File: src/rtl/fpu_issue_sched.sv
// fpu_issue_sched: round-robin issue scheduler for the shared FPU.
// Picks one eligible reservation station per cycle, reserves the writeback
// cycle of the issued op so no two ops ever complete together, and tracks
// the non-pipelined FDIV/FSQRT unit.
// Optional build macro FPU_SCHED_STALL_CNT_EN adds a saturating stall counter
// output stall_cnt_o.
// Op code map (5 bits): 0 FADD, 1 FSUB, 2 FMUL, 3 FDIV, 4 FSQRT, 5 FSGNJ,
// 6 FSGNJN, 7 FSGNJX, 8 FMIN, 9 FMAX, 10 FCVT, 11 FMADD, 12 FMSUB,
// 13 FNMADD, 14 FNMSUB, 15 FMV, 16 FCLASS, 17 FCMP; others use LAT_MISC.
module fpu_issue_sched #(
  parameter int NUM_REQ    = 2,
  parameter int WB_WIN     = 32,
  parameter int LAT_SHORT  = 2,
  parameter int LAT_ADD    = 4,
  parameter int LAT_MUL    = 5,
  parameter int LAT_FMA    = 6,
  parameter int LAT_DIV_SP = 12,
  parameter int LAT_DIV_DP = 19,
  parameter int LAT_MISC   = 2,
  localparam int SEL_W     = $clog2(NUM_REQ)
) (
  input  logic                 clk,
  input  logic                 rst,
  input  logic [NUM_REQ-1:0]   req_valid_i,
  input  logic [5*NUM_REQ-1:0] req_op_i,
  input  logic [NUM_REQ-1:0]   req_is_double_i,
  output logic [NUM_REQ-1:0]   req_grant_o,
  input  logic                 fpu_ready_i,
  output logic                 fpu_valid_o,
  output logic [4:0]           fpu_op_o,
  output logic                 fpu_is_double_o,
  output logic [SEL_W-1:0]     fpu_sel_o,
  input  logic                 flush_i,
  output logic                 div_busy_o
`ifdef FPU_SCHED_STALL_CNT_EN
  ,
  output logic [15:0]          stall_cnt_o
`endif
);

  localparam int CW = $clog2(WB_WIN + 1);

  localparam logic [4:0] OP_FADD = 5'd0,  OP_FSUB = 5'd1,   OP_FMUL = 5'd2;
  localparam logic [4:0] OP_FDIV = 5'd3,  OP_FSQRT = 5'd4,  OP_FSGNJ = 5'd5;
  localparam logic [4:0] OP_FSGNJN = 5'd6, OP_FSGNJX = 5'd7, OP_FMIN = 5'd8;
  localparam logic [4:0] OP_FMAX = 5'd9,  OP_FCVT = 5'd10,  OP_FMADD = 5'd11;
  localparam logic [4:0] OP_FMSUB = 5'd12, OP_FNMADD = 5'd13, OP_FNMSUB = 5'd14;
  localparam logic [4:0] OP_FMV = 5'd15,  OP_FCLASS = 5'd16, OP_FCMP = 5'd17;

  function automatic int lat_of(input logic [4:0] op, input logic dbl);
    case (op)
      OP_FADD, OP_FSUB:                          lat_of = LAT_ADD;
      OP_FMUL:                                   lat_of = LAT_MUL;
      OP_FMADD, OP_FMSUB, OP_FNMADD, OP_FNMSUB:  lat_of = LAT_FMA;
      OP_FDIV, OP_FSQRT:                         lat_of = dbl ? LAT_DIV_DP : LAT_DIV_SP;
      OP_FSGNJ, OP_FSGNJN, OP_FSGNJX,
      OP_FMV, OP_FCLASS, OP_FCMP:                lat_of = LAT_SHORT;
      OP_FMIN, OP_FMAX, OP_FCVT:                 lat_of = LAT_MISC;
      default:                                   lat_of = LAT_MISC;
    endcase
  endfunction

  function automatic logic is_div(input logic [4:0] op);
    is_div = (op == OP_FDIV) || (op == OP_FSQRT);
  endfunction

  // r_slot[k] = writeback port already claimed k cycles from now
  logic [WB_WIN:1]  r_slot;
  logic [WB_WIN:1]  w_slot_next;
  logic [CW-1:0]    r_div_cnt;
  logic [CW-1:0]    w_div_next;
  logic [SEL_W-1:0] r_rr_ptr;

  logic [4:0]       w_op   [NUM_REQ];
  logic [CW-1:0]    w_lat  [NUM_REQ];
  logic [NUM_REQ-1:0] w_elig;
  logic             w_found;
  logic [SEL_W-1:0] w_win;

  // Per-requester decode and eligibility; reset suppresses every grant.
  for (genvar gi = 0; gi < NUM_REQ; gi++) begin : g_req
    assign w_op[gi]   = req_op_i[5*gi +: 5];
    assign w_lat[gi]  = CW'(lat_of(w_op[gi], req_is_double_i[gi]));
    assign w_elig[gi] = req_valid_i[gi] & fpu_ready_i & ~flush_i & ~rst &
                        ~r_slot[w_lat[gi]] &
                        (~is_div(w_op[gi]) | (r_div_cnt == '0));
  end

  // Round-robin pick: first eligible requester at or after r_rr_ptr.
  always_comb begin
    w_found = 1'b0;
    w_win   = '0;
    for (int i = 0; i < NUM_REQ; i++) begin
      if (!w_found && w_elig[(int'(r_rr_ptr) + i) % NUM_REQ]) begin
        w_found = 1'b1;
        w_win   = SEL_W'((int'(r_rr_ptr) + i) % NUM_REQ);
      end
    end
  end

  // FPU issue port; everything reads zero when nothing is granted.
  always_comb begin
    req_grant_o     = '0;
    fpu_valid_o     = w_found;
    fpu_op_o        = '0;
    fpu_is_double_o = 1'b0;
    fpu_sel_o       = '0;
    if (w_found) begin
      req_grant_o     = NUM_REQ'(1) << w_win;
      fpu_op_o        = w_op[w_win];
      fpu_is_double_o = req_is_double_i[w_win];
      fpu_sel_o       = w_win;
    end
  end

  // Next reservation window and divider countdown. The granted op lands
  // L cycles after issue, i.e. L-1 cycles after the coming edge.
  always_comb begin
    w_slot_next = {1'b0, r_slot[WB_WIN:2]};
    if (w_found) w_slot_next[w_lat[w_win] - CW'(1)] = 1'b1;
    w_div_next = r_div_cnt;
    if (w_found && is_div(w_op[w_win])) w_div_next = w_lat[w_win];
    else if (r_div_cnt != '0)           w_div_next = r_div_cnt - CW'(1);
  end

  // State registers; flush does not clear in-flight tracking.
  always_ff @(posedge clk or posedge rst) begin
    if (rst) begin
      r_slot    <= '0;
      r_div_cnt <= '0;
      r_rr_ptr  <= '0;
    end else begin
      r_slot    <= w_slot_next;
      r_div_cnt <= w_div_next;
      if (w_found)
        r_rr_ptr <= (w_win == SEL_W'(NUM_REQ - 1)) ? '0 : w_win + SEL_W'(1);
    end
  end

  assign div_busy_o = (r_div_cnt != '0);

`ifdef FPU_SCHED_STALL_CNT_EN
  logic [15:0] r_stall_cnt;

  // Count cycles where work was offered (and not flushed) but nothing issued.
  always_ff @(posedge clk or posedge rst) begin
    if (rst) r_stall_cnt <= '0;
    else if ((|req_valid_i) && !flush_i && !w_found && (r_stall_cnt != 16'hFFFF))
      r_stall_cnt <= r_stall_cnt + 16'd1;
  end

  assign stall_cnt_o = r_stall_cnt;
`endif

endmodule

File: config.mk
export PLATFORM = sky130hd
export DESIGN_NAME = fpu_issue_sched
export DESIGN_NICKNAME = d
export VERILOG_FILES = /design/src/rtl/fpu_issue_sched.sv
export SDC_FILE = /design/constraint.sdc
export NUM_CORES = 1
export LEC_CHECK = 0
export CAP_MARGIN = 20
export CORE_MARGIN = 8
export CORE_UTILIZATION = 45
export DETAILED_ROUTE_END_ITERATION = 6
export GPL_TIMING_DRIVEN = 0
export HOLD_SLACK_MARGIN = 0.02
export PLACE_DENSITY = 0.66
export SYNTH_ARGS = -nofsm -noshare
export SYNTH_HDL_FRONTEND = slang
export SYNTH_SLANG_ARGS = --single-unit
export TNS_END_PERCENT = 20
File: constraint.sdc
create_clock -name clk -period 11.32 [get_ports clk]
set_input_delay 1.698 -clock clk [delete_from_list [all_inputs] [get_ports clk]]
set_output_delay 1.698 -clock clk [all_outputs]
set_load 0.01 [all_outputs]
# After elaboration in Yosys (flattened, before gate mapping)

Cells that the tools add are included.

Bits in registers: 39
Input bits: 18
Output and inout bits: 11
Word-level logic and storage cells: 108

Add/sub/neg operators: 4
Magnitude comparators: 8
Equality and inequality tests: 18
Shift operators: 1
Muxes and demuxes: 35
Bitwise operators: 21
Reduce and logical (&&, ||, !) cells: 18

Operators by type and width:

| operator            | count |
|---|---|
| $eq 5x4->1 const B  | 8 |
| $pmux 5 s4          | 2 |
| $mux 32             | 1 |
| $or 31x32->32       | 1 |
| $mux 5              | 6 |
| $mux 6              | 5 |
| $eq 5x2->1 const B  | 5 |
| $lt 6x7->1 const B  | 3 |
| $mux 1              | 17 |
| $eq 5x3->1 const B  | 3 |
| $bmux 1 s6          | 2 |
| $sub 6x1->6 const B | 2 |
| $and 1x1->1         | 10 |
| $eq 5x1->1 const B  | 2 |
| $logic_not 5->1     | 2 |
| $reduce_or 2->1     | 4 |
| $reduce_or 4->1     | 2 |
| $demux 1 s6         | 1 |
| $ge 6x1->1 const B  | 1 |
| $logic_not 6->1     | 1 |
| $not 1->1           | 6 |
| $reduce_bool 6->1   | 1 |
| $lt 1x2->1 const B  | 2 |
| $logic_and 1x1->1   | 3 |
| 11 further kinds    | 15 |

# Logic depth before layout (Yosys ltp)

Word-level depth: 25
Gate-level depth with buffers: 18
Depth with buffers taken out: 16

# Worst setup path before layout

Ideal clock, no wire load.

Path type: input to output
Start point: input port req_is_double_i[0]
End point: output port fpu_is_double_o
Arrival time: 3740 ps
Data required time: 9622 ps
Path slack: 5882 ps
Cell stages on the path: 10
Path buffers: 2
Path through: clkbuf_1 -> nand2b_1 -> a32oi_1 -> mux2_2 -> nand3_1 -> nand3_1 -> o211ai_4 -> buf_2 -> nand2_1 -> a21oi_1

Longest elaborated chain between the ends: 16
Elaborated cells between the ends (all ways): 21
Those cells by class: mux (16); bitwise (3); reduce/logical (2)

Ends and longest elaborated chain:

| what                                       | RTL line | RTL |
|---|---|---|
| start: declaration                         | 26       | `input logic [NUM_REQ-1:0] req_is_double_i,` |
| $mux 5                                     | 55       | `OP_FDIV, OP_FSQRT: lat_of = dbl ? LAT_DIV_DP : LAT_DIV_SP;` |
| $pmux 5 s4                                 | 51       | `case (op)` |
| $bmux 1 s6                                 | 85       | `~r_slot[w_lat[gi]] &` |
| $mux 1 (not written as such)               | 85       |  |
| $not 1->1                                  | 85       |  |
| $and 1x1->1                                | 84       | `assign w_elig[gi] = req_valid_i[gi] & fpu_ready_i & ~flush_i & ~rst &` |
| $and 1x1->1                                | 85       |  |
| $mux 1 (not written as such) (2 in series) | 94       | `if (!w_found && w_elig[(int'(r_rr_ptr) + i) % NUM_REQ]) begin` |
| $mux 1                                     | 94       |  |
| $logic_not 1->1                            | 94       |  |
| $logic_and 1x1->1                          | 94       |  |
| $mux 1                                     | 94       |  |
| $mux 1 (not written as such) (2 in series) | 111      | `fpu_is_double_o = req_is_double_i[w_win];` |
| $mux 1 *                                   | 108      | `if (w_found) begin` |
| end: declaration                           | 31       | `output logic fpu_is_double_o,` |

Mark *: on every way between the ends. The rest lies on a longest branch, timed or not. The select of a mux whose other input is x is not followed.

# Worst setup path in the final report

Start point: input port req_op_i[0]
End point: output port fpu_is_double_o

Longest elaborated chain between the ends: 17
Elaborated cells between the ends (all ways): 35
Those cells by class: eq/ne (8); mux (15); bitwise (5); reduce/logical (7)

Ends and longest elaborated chain:

| what                                               | RTL line | RTL |
|---|---|---|
| start: declaration                                 | 25       | `input logic [5*NUM_REQ-1:0] req_op_i,` |
| $eq 5x4->1 (tied with other cells)                 | 51       |  |
| $reduce_or 4->1 or $reduce_or 2->1 (tied branches) | 51       |  |
| $pmux 5 s4                                         | 51       |  |
| $bmux 1 s6                                         | 85       |  |
| $mux 1 (not written as such)                       | 85       |  |
| $not 1->1                                          | 85       |  |
| $and 1x1->1                                        | 84       |  |
| $and 1x1->1 *                                      | 85       |  |
| $mux 1 (not written as such) (2 in series)         | 94       |  |
| $mux 1                                             | 94       |  |
| $logic_not 1->1                                    | 94       |  |
| $logic_and 1x1->1                                  | 94       |  |
| $mux 1                                             | 94       |  |
| $mux 1 (not written as such) (2 in series)         | 111      |  |
| $mux 1 *                                           | 108      |  |

Marked as above.

==> flow_summary.ini <==
[clock_network]
cts-root-buf = clkbuf_8
cts_tree = built
post-cts-setup-buffer-count = 0
cts_buffers = 5
clk_pin_slew_worst_paths_ps = 80
clk_path_buf_depth = 2
htree_num_levels = 2
clock_latency_ps = 300
clock-sinks = 39
postCtsHoldBufs = 0
cts_resized = 0

[outcome]
outcome = finished clean

[layout]
fillCellCount = 529
finish.net_count = 326
area_growth_pct = 17.20
final_util_pct = 54.53
drive_above_1_share_pct = 14.66
design_area_um2 = 2984
diodes = 0

[synthesis]
syn_area_per_cell_um2 = 9.225
synth_top_cell_area_share_pct = 38.33
syn_nets = 296
synthTopCellsByArea = dfrtp_1 38%, nand2_1 4.4%, a21oi_1 3.1%, a21o_1 2.9%, clkbuf_1 2.7%
synth_area_um2 = 2546
yosys_register_bits = 39
synth_flop_cell = dfrtp_1
synth_edf_count = 0
async_reset_ff_share_pct = 100.0
post-synth-top-area-cell = dfrtp_1
synth_cell_type_count = 72
yosys_warnings = 0
postSynthCellCount = 276
synth-seq-area-share_pct = 38.33

[worst_setup_path]
crit_arrival_ps = 5050
cp_max_fo = 10
crit_type = input port to primary output
cp.required_ps = 9620
critical_path.endpoint_type = primary output
cp-start-kind = input port

[placement]
dpl-instance-area_um2 = 2867
io_buffers = 23
post-dp-hpwl_um = 4640
place_congestion = 0.8533

[floorplanning]
start_util_pct = 46.52
die_area_um2 = 8321
die_x_um = 91.22
io_pins = 29
dieHeight_um = 91.22
row_count = 27
core_um2 = 5473

[worst_hold_path]
worstHoldPathType = flop to flop

[routing]
drt-total-wl_um = 6006
wl_per_cell_um = 15.85
drt-vias-per-instance = 5.551
dr.pass1.iters = 4
detail_route.iter0.violations = 125
num_vias = 2104
antenna_left = 0
drc = 0

[timing]
finalHoldViolCount = 0
fmax_mhz = 148.2
fin_skew_ps = 13.39
setup_viol = 0
slew_headroom_pct = 37.92
fin_crit_ps = 6746
setup_tns_ps = 0
drv_slew = 0
fin_crit_sh_pct = 59.59
worst_pin_slew_ps = 923.5
rsz0062_at_grt = no

[pwr]
power.total_mw = 0.3956
max-vdd-ir-drop_mv = 0.1030
p_leak_nw = 1.249
power_density_nw_per_um2 = 132.6

[global_route]
grt_pass1_wl_um = 10340
overflow = 0
grt_start_max_net_pins = 40
first_global_vias = 2056
antenna_found_initial = 0
grt.total_usage_pct = 15.27

[flow_run]
maxCapViolations = 0
## cells in the mapped netlist, drive strengths merged, types with 3 or more instances
cell and instances:
or3 3, nand3 4, clkbuf 18, a21oi 17
a31oi 6, a31o 6, mux2i 6, nand2b 4
buf 12, nand2 30, nor2b 4, nor3 9
o21ai 11, o21bai 4, nor3b 3, a211oi 4
or2 3, and2 5, xnor2 5, o21a 3
dfrtp 39, mux2 3, a21o 10, nor2 14
inv 12
## where the power goes
part / leakage [nW] / switching [mW] / internal (mW)
Clock: 0.0612 / 0.0475 / 0.0713
Combinational: 0.730 / 0.0531 / 0.0491
Sequential: 0.457 / 0.0164 / 0.158
Total: 1.25 / 0.117 / 0.279
## flip-flops by register name, summed over array words and instances, names as in the netlist
signal	flops
r_rr_ptr	1
r_div_cnt	6
r_slot	32
## cells by family after synthesis
| family | share of synthesized area (%) |
|---|---|
| buf+inv | 7.714 |
| other cells | 0.1473 |
| mux | 3.833 |
| simple gates | 18.67 |
| xor+xnor | 3.096 |
| compound gates | 26.83 |
| fa+ha+maj | 1.376 |
| flops | 38.33 |
## routing by layer
metal / vias up / global-route usage, % / share of wire (%)
li1: 1038 / - / -
met1: 1012 / 20.80 / 50
met2: 47 / 23.16 / 44
met3: 7 / 3.539 / 4.6
met4: 0 / 5.184 / 1.3
met5: - / 0 / 0
## layout by cell type, fill, tap and decap left out, types with 4 or more instances in the layout
master            n
a21o_1           10
a21oi_1          16
a31oi_1           5
and2_1            5
buf_2             7
clkbuf_1         18
clkbuf_8          6
clkdlybuf4s50_1  23
dfrtp_1          39
inv_1            10
mux2i_1           6
nand2_1          30
nand2b_1          4
nand3_1           4
nor2_1           14
nor2b_1           4
nor3_1            9
o21ai_0          10
o21bai_1          4
xnor2_1           4
## final cells by class
type / instances / area (um2) / area share [%]
Buffer: 30 / 151.4 / 5.073
Clock buffer: 6 / 82.58 / 2.767
Clock inverter: 2 / 35.03 / 1.174
Inverter: 12 / 45.04 / 1.509
Multi-Input combinational cell: 195 / 1374 / 46.04
Sequential cell: 39 / 975.9 / 32.70
Tap cell: 72 / 90.09 / 3.019
Timing Repair Buffer: 23 / 230.2 / 7.715
## critical path, stage by stage
cell and delay [ps]:
clkdlybuf4s50_1 520, buf_2 240, nor2_1 80, a32oi_1 380, mux2_2 400, nand3_1 110
nand3_1 150, o211ai_4 360, buf_2 290, nand2_1 80, a21oi_1 170, clkdlybuf4s50_1 550
## path summary, 6_finish.rpt
kind / start / end / slack [ps] / cells past startpoint
max: req_op_i[0] / fpu_is_double_o / 4570 / 12
min: r_slot[21]$_DFF_PP0_ / r_slot[20]$_DFF_PP0_ / 420 / 1
max reg2reg: r_div_cnt[0]$_DFFE_PP0P_ / r_slot[3]$_DFF_PP0_ / 6860 / 16
min reg2reg: r_slot[21]$_DFF_PP0_ / r_slot[20]$_DFF_PP0_ / 420 / 1
max in group asynchronous: rst / r_slot[15]$_DFF_PP0_ / 8910 / 2
min in group asynchronous: rst / r_rr_ptr$_DFFE_PP0N_ / 1890 / 2
## stage by stage
stage	hold WS [ps]	setup slack, ps	std cells
final	417.1	4574	379
after detailed placement	411.9	4605	371
after CTS	426.3	4612	379
after floorplan	404.4	5882	276
after global placement	406.6	4684	371
after global routing	437.3	4347	379
Power figures use the tool's default switching activity.
